==> config.mk <==
export PLATFORM = sky130hd
export DESIGN_NAME = uart_rx_collector_flat
export DESIGN_NICKNAME = d
export VERILOG_FILES = /design/src/rtl/uart_rx_pkg.sv /design/src/rtl/uart_rx_collector_if.sv /design/src/rtl/uart_rx_store.sv /design/src/rtl/uart_rx_collector.sv /design/src/flat_wrapper.sv
export SDC_FILE = /design/constraint.sdc
export NUM_CORES = 1
export LEC_CHECK = 0
export ABC_AREA = 0
export CORE_MARGIN = 1
export CORE_UTILIZATION = 62
export DETAILED_ROUTE_END_ITERATION = 7
export PLACE_DENSITY = 0.84
export SLEW_MARGIN = 20
export SYNTH_ARGS = -nofsm -noshare
export SYNTH_HDL_FRONTEND = slang
export SYNTH_SLANG_ARGS = --single-unit
==> constraint.sdc <==
create_clock -name clk -period 4.7 [get_ports clk]
set_input_delay 0.47 -clock clk [delete_from_list [all_inputs] [get_ports clk]]
set_output_delay 0.47 -clock clk [all_outputs]
set_load 0.01 [all_outputs]
==> src/rtl/uart_rx_pkg.sv <==
// -----------------------------------------------------------------------------
// uart_rx_pkg
// Shared types and constants for the UART receive collector.
//   CHAR_BITS  : bit times per character (start + 8 data + stop).
//   entry_t    : one stored entry: error bit plus data byte.
//   make_entry : builds the entry pushed for a receiver event.
// -----------------------------------------------------------------------------
package uart_rx_pkg;

  localparam int CHAR_BITS = 10;

  typedef struct packed {
    logic       err;
    logic [7:0] data;
  } entry_t;

  // A pure error event carries no trustworthy byte, so its data is zeroed.
  function automatic entry_t make_entry(input logic       done,
                                        input logic       err,
                                        input logic [7:0] data);
    entry_t e;
    e.err  = err;
    e.data = done ? data : 8'h00;
    return e;
  endfunction

endpackage

==> src/rtl/uart_rx_collector_if.sv <==
// -----------------------------------------------------------------------------
// uart_rx_collector_if
// Groups the receiver-side strobes and the consumer pop handshake.
//   en, rxData, rxDone, rxErr : from the UART receiver (en = oversample strobe)
//   popReq                    : consumer removes the head entry
//   popData, popErr, empty    : head entry and occupancy seen by the consumer
// master : drives receiver strobes and popReq (receiver + consumer side)
// slave  : the collector
// -----------------------------------------------------------------------------
interface uart_rx_collector_if;

  logic       en;
  logic [7:0] rxData;
  logic       rxDone;
  logic       rxErr;
  logic       popReq;
  logic [7:0] popData;
  logic       popErr;
  logic       empty;

  modport master (
    output en, rxData, rxDone, rxErr, popReq,
    input  popData, popErr, empty
  );

  modport slave (
    input  en, rxData, rxDone, rxErr, popReq,
    output popData, popErr, empty
  );

endinterface

==> src/rtl/uart_rx_store.sv <==
// -----------------------------------------------------------------------------
// uart_rx_store
// First-word-fall-through entry storage with wrapping read/write pointers.
// Occupancy flags come from the entry count, never from pointer comparison.
// Ports:
//   clk, sync_reset_i : clock and synchronous active-high reset
//   push_i, pop_i     : already-accepted push / pop for this cycle
//   flush_i           : discard all entries (overrides push/pop)
//   wr_entry_i        : entry written on push
//   head_o            : head entry, zero while empty
//   count_o           : entries held, 0..DEPTH
//   empty_o, full_o   : occupancy flags
// -----------------------------------------------------------------------------
module uart_rx_store
  import uart_rx_pkg::*;
#(
  parameter int DEPTH = 8
) (
  input  logic                   clk,
  input  logic                   sync_reset_i,
  input  logic                   push_i,
  input  logic                   pop_i,
  input  logic                   flush_i,
  input  entry_t                 wr_entry_i,
  output entry_t                 head_o,
  output logic [$clog2(DEPTH):0] count_o,
  output logic                   empty_o,
  output logic                   full_o
);

  localparam int PW = $clog2(DEPTH);
  localparam int CW = PW + 1;

  entry_t        mem_q [DEPTH];
  logic [PW-1:0] wr_ptr_q, wr_ptr_d;
  logic [PW-1:0] rd_ptr_q, rd_ptr_d;
  logic [CW-1:0] count_q, count_d;

  always_comb begin
    // NOTE: every signal gets a default first so no path leaves it unassigned (no latch).
    wr_ptr_d = wr_ptr_q;
    rd_ptr_d = rd_ptr_q;
    count_d  = count_q;
    if (flush_i) begin
      wr_ptr_d = '0;
      rd_ptr_d = '0;
      count_d  = '0;
    end else begin
      // DEPTH is a power of two, so pointers wrap by plain overflow.
      if (push_i) wr_ptr_d = wr_ptr_q + PW'(1);
      if (pop_i)  rd_ptr_d = rd_ptr_q + PW'(1);
      case ({push_i, pop_i})
        2'b10:   count_d = count_q + CW'(1);
        2'b01:   count_d = count_q - CW'(1);
        default: count_d = count_q;
      endcase
    end
  end

  always_ff @(posedge clk) begin
    // NOTE: sequential state uses non-blocking assignments only, so every register samples pre-edge values.
    if (sync_reset_i) begin
      wr_ptr_q <= '0;
      rd_ptr_q <= '0;
      count_q  <= '0;
    end else begin
      wr_ptr_q <= wr_ptr_d;
      rd_ptr_q <= rd_ptr_d;
      count_q  <= count_d;
    end
  end

  // NOTE: the entry array is deliberately not reset; stale contents are unreachable
  // because the head is masked to zero whenever the store is empty.
  always_ff @(posedge clk) begin
    if (!sync_reset_i && !flush_i && push_i) begin
      mem_q[wr_ptr_q] <= wr_entry_i;
    end
  end

  assign empty_o = (count_q == '0);
  assign full_o  = (count_q == CW'(DEPTH));
  assign head_o  = empty_o ? '0 : mem_q[rd_ptr_q];
  assign count_o = count_q;

endmodule

==> src/rtl/uart_rx_collector.sv <==
// -----------------------------------------------------------------------------
// uart_rx_collector
// Collects bytes / error events from a UART receiver into a small FWFT store,
// with sticky overrun/underrun flags and an idle-line timeout.
// Ports:
//   clk        : sole clock, rising edge
//   syncReset  : synchronous active-high reset
//   rx_if      : receiver strobes (en, rxData, rxDone, rxErr) and pop handshake
//                (popReq, popData, popErr, empty)
//   flush      : discard all entries and clear all flags
//   clearFlags : clear sticky flags
//   full       : store full
//   count      : entries held, 0..DEPTH
//   overrun    : sticky, a push was dropped because the store was full
//   underrun   : sticky, popReq arrived while empty
//   timeout    : entries have waited TIMEOUT_CHARS character times unread
// -----------------------------------------------------------------------------
module uart_rx_collector
  import uart_rx_pkg::*;
#(
  parameter int DEPTH         = 8,
  parameter int Oversample    = 16,
  parameter int TIMEOUT_CHARS = 4
) (
  input  logic                   clk,
  input  logic                   syncReset,
  uart_rx_collector_if.slave     rx_if,
  input  logic                   flush,
  input  logic                   clearFlags,
  output logic                   full,
  output logic [$clog2(DEPTH):0] count,
  output logic                   overrun,
  output logic                   underrun,
  output logic                   timeout
);

  localparam int TO_LIMIT = TIMEOUT_CHARS * CHAR_BITS * Oversample;
  localparam int TW       = $clog2(TO_LIMIT + 1);

  logic   empty_w, full_w;
  entry_t head_w;
  logic   push_ev, push_ok, pop_ok, ovr_set, udr_set, to_set;

  logic [TW-1:0] to_cnt_q, to_cnt_d;
  logic          overrun_q, overrun_d;
  logic          underrun_q, underrun_d;
  logic          timeout_q, timeout_d;

  // A pop frees a slot in the same cycle, so a full store still accepts a
  // push alongside an accepted pop. A pop while empty never bypasses a push.
  always_comb begin
    push_ev = rx_if.en && (rx_if.rxDone || rx_if.rxErr);
    pop_ok  = rx_if.popReq && !empty_w;
    push_ok = push_ev && (!full_w || pop_ok);
    ovr_set = push_ev && !push_ok;
    udr_set = rx_if.popReq && empty_w;
  end

  uart_rx_store #(
    .DEPTH (DEPTH)
  ) u_store (
    .clk          (clk),
    .sync_reset_i (syncReset),
    .push_i       (push_ok && !flush),
    .pop_i        (pop_ok && !flush),
    .flush_i      (flush),
    .wr_entry_i   (make_entry(rx_if.rxDone, rx_if.rxErr, rx_if.rxData)),
    .head_o       (head_w),
    .count_o      (count),
    .empty_o      (empty_w),
    .full_o       (full_w)
  );

  // Idle counter: en ticks since the last store activity; saturates so the
  // timeout set event fires only on the transition into the limit.
  always_comb begin
    to_cnt_d = to_cnt_q;
    to_set   = 1'b0;
    if (flush || push_ok || pop_ok || empty_w) begin
      to_cnt_d = '0;
    end else if (rx_if.en && to_cnt_q != TW'(TO_LIMIT)) begin
      to_cnt_d = to_cnt_q + TW'(1);
      to_set   = (to_cnt_q == TW'(TO_LIMIT - 1));
    end
  end

  // Later assignments win: flush > set events > push/pop clears > clearFlags.
  always_comb begin
    overrun_d  = overrun_q;
    underrun_d = underrun_q;
    timeout_d  = timeout_q;
    if (clearFlags) begin
      overrun_d  = 1'b0;
      underrun_d = 1'b0;
      timeout_d  = 1'b0;
    end
    if (push_ok || pop_ok) timeout_d  = 1'b0;
    if (ovr_set)           overrun_d  = 1'b1;
    if (udr_set)           underrun_d = 1'b1;
    if (to_set)            timeout_d  = 1'b1;
    if (flush) begin
      overrun_d  = 1'b0;
      underrun_d = 1'b0;
      timeout_d  = 1'b0;
    end
  end

  always_ff @(posedge clk) begin
    if (syncReset) begin
      to_cnt_q   <= '0;
      overrun_q  <= 1'b0;
      underrun_q <= 1'b0;
      timeout_q  <= 1'b0;
    end else begin
      to_cnt_q   <= to_cnt_d;
      overrun_q  <= overrun_d;
      underrun_q <= underrun_d;
      timeout_q  <= timeout_d;
    end
  end

  assign rx_if.popData = head_w.data;
  assign rx_if.popErr  = head_w.err;
  assign rx_if.empty   = empty_w;
  assign full          = full_w;
  assign overrun       = overrun_q;
  assign underrun      = underrun_q;
  assign timeout       = timeout_q;

endmodule

==> src/flat_wrapper.sv <==
// flat-port wrapper written by rule: the top's interface ports become plain ports
module uart_rx_collector_flat import uart_rx_pkg::*;
#(
  parameter int DEPTH         = 8,
  parameter int Oversample    = 16,
  parameter int TIMEOUT_CHARS = 4
)
  (clk, syncReset, flush, clearFlags, full, count, overrun, underrun, timeout, rx_if_en, rx_if_rxData, rx_if_rxDone, rx_if_rxErr, rx_if_popReq, rx_if_popData, rx_if_popErr, rx_if_empty);
  uart_rx_collector_if rx_if_i ();
  input  logic clk;
  input  logic syncReset;
  input  logic flush;
  input  logic clearFlags;
  output logic full;
  output logic [$clog2(DEPTH):0] count;
  output logic overrun;
  output logic underrun;
  output logic timeout;
  input wire logic [$bits(rx_if_i.en)-1:0] rx_if_en;
  input wire logic [$bits(rx_if_i.rxData)-1:0] rx_if_rxData;
  input wire logic [$bits(rx_if_i.rxDone)-1:0] rx_if_rxDone;
  input wire logic [$bits(rx_if_i.rxErr)-1:0] rx_if_rxErr;
  input wire logic [$bits(rx_if_i.popReq)-1:0] rx_if_popReq;
  output wire logic [$bits(rx_if_i.popData)-1:0] rx_if_popData;
  output wire logic [$bits(rx_if_i.popErr)-1:0] rx_if_popErr;
  output wire logic [$bits(rx_if_i.empty)-1:0] rx_if_empty;
  assign rx_if_i.en = rx_if_en;
  assign rx_if_i.rxData = rx_if_rxData;
  assign rx_if_i.rxDone = rx_if_rxDone;
  assign rx_if_i.rxErr = rx_if_rxErr;
  assign rx_if_i.popReq = rx_if_popReq;
  assign rx_if_popData = rx_if_i.popData;
  assign rx_if_popErr = rx_if_i.popErr;
  assign rx_if_empty = rx_if_i.empty;
  uart_rx_collector #(.DEPTH(DEPTH), .Oversample(Oversample), .TIMEOUT_CHARS(TIMEOUT_CHARS)) u_core (.clk(clk), .syncReset(syncReset), .rx_if(rx_if_i), .flush(flush), .clearFlags(clearFlags), .full(full), .count(count), .overrun(overrun), .underrun(underrun), .timeout(timeout));
endmodule
==> impl_metrics.yaml, run 1 <==
status:
  outcome: "complete, no violations"
timing:
  setup-tns-final_ns: 0
  period_needed_ns: 2.91
  rsz0062_at_grt: "no"
  slew_headroom_pct: 29.3
  finalSetupViolations: 0
  tightest_slew_ns: 1.06
  fmax_mhz: 344
  timing.clock.skew_ns: 0.00644
  min_period_over_period_pct: 61.9
  setup_slack_ns: 1.79
  slew_viol_final: 0
  hold_viol: 0
clock_tree:
  cts_tree: "yes"
  cts.sinks: 98
  cts_resized: 0
  path_clk_slew_ns: 0.09
  cts_hold_buf: 0
  worstSkewPairLatency_ns: 0.35
  cts_setup_buffers: 0
  cts_max_level: 3
  clock_path_buffers: 2
  root_buffer: "clkbuf_8"
  cts_buffers: 9
routing:
  antenna_left: 0
  drcViolationCount: 0
  vias: 2361
  routed_wl_um: 7340
  dr.first_iter.drc_count: 142
  routedWlPerCell_um: 18.6
  firstDrtPassIters: 4
  post_drt_via_cell_ratio: 5.99
die:
  ios: 34
  dieArea_sq_mm: 0.00695
  die_height_um: 83.4
  core_sq_mm: 0.00639
  start_util_pct: 64.3
  rows: 29
  die_w_um: 83.4
grt:
  grt_pass1_vias: 2363
  grt_pass1_wl_um: 11700
  grt-ovfl-total: 0
  track_usage_pct: 22.4
  grt_antenna_before_repair: 0
  grt_max_degree: 19
final_layout:
  final_cell_count_no_fill: 394
  final_layout_size_suffix_gt1_share_pct: 14.5
  multi_input_comb_area_sq_mm: 0.00136
  nets: 335
  nFillCells: 413
  area_growth_pct: 15.4
  num_antenna_cells: 0
  final-seq-area_sq_mm: 0.00268
setup_path:
  cpPeakStageDelay_ns: 0.70
  cp_num_buf_inv: 1
  timing.rr.end: "u_core.u_store.count_o[2]$_SDFFE_PP0P_"
  r2r-start: "u_core.u_store.count_o[0]$_SDFFE_PP0P_"
  cp-startpoint: "rx_if_rxDone"
  end_kind: "register"
  critPathArrivalTime_ns: 3.19
  r2r.worst_path.cells: 9
  crit_chain: "clkdlybuf4s50_1, o21a_1, o21ai_2, or2_2, ha_1, xor2_1, ha_1, a21oi_1, xor2_1, or3_1, a21oi_1"
  cp.depth: 11
  worstSetupPathType: "primary input to register"
  r2r_slack_ns: 1.87
  cp.required_ns: 4.98
  slowest_stage: "clkdlybuf4s50_1"
  cp-endpoint: "u_core.u_store.count_o[2]$_SDFFE_PP0P_"
  crit_family: "buffers and inverters"
  cp-start-kind: "primary input"
  cp_max_fo: 10
logic_synthesis:
  syn_inst: 277
  syn_avg_cell_area_sq_um: 14.8
  synth.cell_area_sq_mm: 0.00411
  async_flop_share_pct: 0
  ys_types: 42
  syn_nets: 300
  synth_top_cells_by_area: "edfxtp_1 53%, dfxtp_1 13%, mux4_2 9.9%"
  synth_edf_count: 72
  yosys_warnings: 0
  synth_top_area_share_pct: 52.7
  ys_ff_latch: 98
  ys.flop_type: "edfxtp_1"
  yosysTopAreaCell: "edfxtp_1"
  ys_seq_area_share_pct: 65.3
worst_hold_path:
  worstHoldStart: "u_core.overrun$_SDFFE_PP0P_"
  hold_class: "register to register"
placed_design:
  placement.io_buffers: 33
  routabilityCongestion: 0.807
  pre_cts_ws_ns: 1.44
  dp_hpwl_um: 4750
  dp.cells: 378
run:
  maxCapViolations: 0
power:
  vdd_ir_drop_max_v: 0.000194
  powerDensity_mw_per_mm2: 336
  p_leak_nw: 1.51
  power.total_w: 0.00159
==> layer usage <==
layer	global-route usage, %	up-vias	routed length [um]
met1	29.7	1165	3170
met5	0	-	0
li1	-	1111	-
met2	36.5	72	3690
met3	3.28	13	326
met4	11.3	0	149
==> flip-flops by register name, indices dropped and copies added, names as in the netlist, named ones only <==
| signal | cells |
|---|---|
| u_core.u_store.mem_q | 72 |
| u_core.to_cnt_q | 10 |
| u_core.u_store.count_o | 4 |
| u_core.u_store.rd_ptr_q | 3 |
| u_core.u_store.wr_ptr_q | 3 |
| u_core.overrun | 1 |
| u_core.timeout | 1 |
| u_core.underrun | 1 |
==> placed cells by master, fill, tap and decap left out, types with 2 or more instances in the layout <==
cell type and count:
xnor2_1 7, clkdlybuf4s50_1 33, clkbuf_8 9, nand3_1 4, nand4_1 3, buf_4 4
a21oi_1 6, ha_1 7, or2_2 2, nor2_1 42, bufinv_16 2, nand2_1 7
o21ai_0 4, nand2b_1 3, dfxtp_1 26, mux4_2 18, inv_6 2, mux2i_1 13
edfxtp_1 72, nor3_1 7, or3_1 2, and2_1 8, inv_1 4, xor2_1 8
==> cells by family (layout without fill, tap and decap cells) <==
| family | Yosys count | in the layout | synth area share, % |
|---|---|---|---|
| adders and majority gates | 7 | 7 | 2.13 |
| muxes | 31 | 31 | 13.0 |
| AOI/OAI and AO/OA | 21 | 21 | 3.99 |
| DFF | 98 | 98 | 65.3 |
| buffers and inverters | 17 | 57 | 1.68 |
| xor gates and xnor gates | 15 | 15 | 3.20 |
| and+or+nand+nor | 88 | 88 | 10.6 |
==> synth_stat cells (2+ instances only) <==
library cell and instances:
a21oi_1 6, and2_1 8, buf_1 2, buf_2 4, clkbuf_1 7, dfxtp_1 26, edfxtp_1 72, ha_1 7
inv_1 4, mux2i_1 13, mux4_2 18, nand2_1 7, nand2b_1 3, nand3_1 4, nand4_1 3, nor2_1 42
nor3_1 7, nor4_1 2, o21ai_0 4, or2_2 2, or3_1 2, xnor2_1 7, xor2_1 8
==> per-stage QoR <==
| step | util [%] | hold slack (ns) | cell area [sq um] |
|---|---|---|---|
| after floorplan | - | 0.476 | 4110 |
| after detailed placement | 70.7 | 0.489 | 4510 |
| after CTS | 74.2 | 0.511 | 4740 |
| after global placement | 70.7 | 0.487 | 4510 |
| after global routing | 74.2 | 0.558 | 4740 |
| final | 74.2 | 0.511 | 4740 |
==> final cells by class <==
class | count | area share (%)
Multi-Input combinational cell | 162 | 28.7
Clock buffer | 9 | 2.61
Sequential cell | 98 | 56.6
Clock inverter | 7 | 2.11
Inverter | 4 | 0.317
Tap cell | 77 | 2.03
Timing Repair Buffer | 37 | 7.60
==> report_power, final <==
group | total [W] | switching, W | internal (W) | leakage, nW
Combinational | 0.0000656 | 0.0000339 | 0.0000317 | 0.541
Clock | 0.000595 | 0.000290 | 0.000306 | 0.110
Sequential | 0.000933 | 0.00000279 | 0.000930 | 0.864
==> worst min path at each step <==
stage | cells past startpoint | slack (ns) | end
floorplan | 2 | 0.48 | u_core.to_cnt_q[9]$_SDFFE_PP0P_
global placement | 2 | 0.49 | u_core.overrun$_SDFFE_PP0P_
detailed placement | 2 | 0.49 | u_core.overrun$_SDFFE_PP0P_
CTS | 2 | 0.51 | u_core.overrun$_SDFFE_PP0P_
global route | 2 | 0.56 | u_core.u_store.rd_ptr_q[2]$_SDFFE_PP0P_
finish | 2 | 0.51 | u_core.overrun$_SDFFE_PP0P_
==> worst min-delay path, delay by kind of cell (launching register included) <==
kind,cells,cell delay [ns]
DFF,1,0.35
AOI/OAI and AO/OA,1,0.06
and+or+nand+nor,1,0.07
Power figures use the tool's default switching activity.
==> inputs of run 2 (changes only) <==
--- a/config.mk
+++ b/config.mk
@@ -7,9 +7,9 @@
 export LEC_CHECK = 0
 export ABC_AREA = 0
 export CORE_MARGIN = 1
-export CORE_UTILIZATION = 62
+export CORE_UTILIZATION = 57
 export DETAILED_ROUTE_END_ITERATION = 7
-export PLACE_DENSITY = 0.84
+export PLACE_DENSITY = 0.79
 export SLEW_MARGIN = 20
 export SYNTH_ARGS = -nofsm -noshare
 export SYNTH_HDL_FRONTEND = slang
==> constraint.sdc (replaced) <==
create_clock -name clk -period 2.79 [get_ports clk]
set_input_delay 0.279 -clock clk [delete_from_list [all_inputs] [get_ports clk]]
set_output_delay 0.279 -clock clk [all_outputs]
set_load 0.01 [all_outputs]
==> impl_metrics.yaml, run 2 (synthesized netlist as in run 1, its figures left out) <==
die:
  rows: 30
  core_sq_mm: 0.00687
  die_w_um: 86.9
  dieArea_sq_mm: 0.00755
  die_height_um: 86.9
  start_util_pct: 59.8
  ios: 34
timing:
  min_period_over_period_pct: 91.8
  tightest_slew_ns: 0.658
  hold_viol: 0
  finalSetupViolations: 0
  setup-tns-final_ns: 0
  fmax_mhz: 390
  slew_viol_final: 0
  slew_headroom_pct: 56.1
  rsz0062_at_grt: "no"
  hold_slack_ns: 0.509
  period_needed_ns: 2.56
  timing.clock.skew_ns: 0.0155
routing:
  dr.first_iter.drc_count: 153
  antenna_left: 0
  firstDrtPassIters: 4
  post_drt_via_cell_ratio: 5.56
  drcViolationCount: 0
  routed_wl_um: 7560
  vias: 2420
  routedWlPerCell_um: 17.4
clock_tree:
  cts_setup_buffers: 0
  cts_max_level: 3
  cts_hold_buf: 0
  worstSkewPairLatency_ns: 0.35
  cts_resized: 0
  cts_tree: "yes"
  cts.sinks: 98
  clock_path_buffers: 2
  root_buffer: "clkbuf_8"
  path_clk_slew_ns: 0.09
  cts_buffers: 9
final_layout:
  final_common_cell: "edfxtp_1"
  final_cell_count_no_fill: 435
  num_antenna_cells: 0
  final_layout_size_suffix_gt1_share_pct: 19.2
  largest_reg_flops: 72
  fin_area_sq_mm: 0.00489
  final_cell_mix: "72 x edfxtp_1, 42 x nor2_1, 33 x clkdlybuf4s50_1, 26 x dfxtp_1, 26 x buf_4"
  area_growth_pct: 19.1
  nets: 357
  regMostFlops: "u_core.u_store.mem_q"
setup_path:
  cp-start-kind: "register"
  crit_chain: "buf_4, mux4_2, mux2i_1, nor2_1, clkdlybuf4s50_1"
  cp.required_ns: 2.51
  r2r-start: "u_core.u_store.count_o[3]$_SDFFE_PP0P_"
  cp-endpoint: "rx_if_popErr"
  timing.rr.end: "u_core.u_store.count_o[2]$_SDFFE_PP0P_"
  critPathArrivalTime_ns: 2.28
  worstSetupPathType: "register to output pin"
  cpPeakStageDelay_ns: 0.55
  r2r.worst_path.cells: 10
  r2r_slack_ns: 0.25
  slowest_stage: "mux4_2"
  cp_max_fo: 18
  end_kind: "output pin"
power:
  power.total_w: 0.00255
  vdd_ir_drop_max_v: 0.000233
  p_leak_nw: 1.61
  powerDensity_mw_per_mm2: 522
grt:
  grt_max_degree: 19
  grt_pass1_vias: 2386
  grt_antenna_before_repair: 0
  grt_pass1_wl_um: 12000
  track_usage_pct: 22.3
  grt-ovfl-total: 0
placed_design:
  dp.cells: 419
  routabilityCongestion: 0.794
  placement.io_buffers: 33
  dp_hpwl_um: 5000
  place_area_sq_mm: 0.00470
worst_hold_path:
  hold_class: "register to register"
status:
  outcome: "complete, no violations"
run:
  maxCapViolations: 0
-- run 2: cell types whose count changed in the layout (fill, tap and decap cells not counted) --
cell / change
clkbuf_1: +1
clkinv_1: +2
inv_8: -1
clkinv_4: +1
bufinv_16: -1
buf_4: +22
inv_6: -2
-- run 2: metal layers --
| metal | up-vias | part of all wire, % | wire length [um] | track usage (%) |
|---|---|---|---|---|
| met2 | 64 | 50 | 3800 | 37.4 |
| met3 | 6 | 3.7 | 276 | 3.41 |
| met5 | - | 0 | 0 | 0 |
| met4 | 0 | 1.0 | 78 | 9.55 |
| li1 | 1153 | - | - | - |
| met1 | 1197 | 45 | 3400 | 29.1 |
-- run 2: worst min-delay path by stage --
stage,start,depth (start not counted),slack (ns),end
final,u_core.overrun$_SDFFE_PP0P_,2,0.51,u_core.overrun$_SDFFE_PP0P_
after global placement,u_core.overrun$_SDFFE_PP0P_,2,0.48,u_core.overrun$_SDFFE_PP0P_
after CTS,u_core.overrun$_SDFFE_PP0P_,2,0.51,u_core.overrun$_SDFFE_PP0P_
after floorplan,rx_if_rxErr,0,0.38,u_core.u_store.mem_q[0][8]$_DFFE_PP_
after global routing,u_core.u_store.rd_ptr_q[2]$_SDFFE_PP0P_,2,0.55,u_core.u_store.rd_ptr_q[2]$_SDFFE_PP0P_
after detailed placement,u_core.overrun$_SDFFE_PP0P_,2,0.49,u_core.overrun$_SDFFE_PP0P_
-- run 2: where the power goes --
group          internal [W]  leakage (nW)  switching (W)  total, W
Sequential          0.00157         0.864     0.00000327   0.00157
Combinational     0.0000625         0.653      0.0000620  0.000124
Clock              0.000408        0.0890       0.000450  0.000857
-- run 2: cell type report --
class | instances | area (sq um)
fill | 494 | 1980
clock inverter | 6 | 57.6
inverter | 4 | 15.0
multi-input combinational | 162 | 1360
clock buffer | 10 | 128
sequential | 98 | 2680
tap | 96 | 120
timing repair buffer | 59 | 526
-- run 2: worst max-delay path, delay by kind of cell, from the launching register on --
kind	cells	cell delay, ns
buf+inv	2	0.82
mux	2	0.71
flops	1	0.32
simple gates	1	0.08
-- run 2: metrics by stage --
stage | util, % | worst slack, ns
after floorplan | - | 0.147
after global placement | 68.5 | 0.164
after detailed placement | 68.5 | 0.0483
after CTS | 71.2 | 0.192
after global routing | 71.2 | 0.0763
final | 71.2 | 0.229
==> inputs of run 3 (changes only) <==
--- a/config.mk
+++ b/config.mk
@@ -8,6 +8,7 @@
 export ABC_AREA = 0
 export CORE_MARGIN = 1
 export CORE_UTILIZATION = 57
+export CTS_CLUSTER_SIZE = 16
 export DETAILED_ROUTE_END_ITERATION = 7
 export PLACE_DENSITY = 0.79
 export SLEW_MARGIN = 20
==> results of run 3 <==
The final DEF is identical to that of run 2; final timing and power are the same.
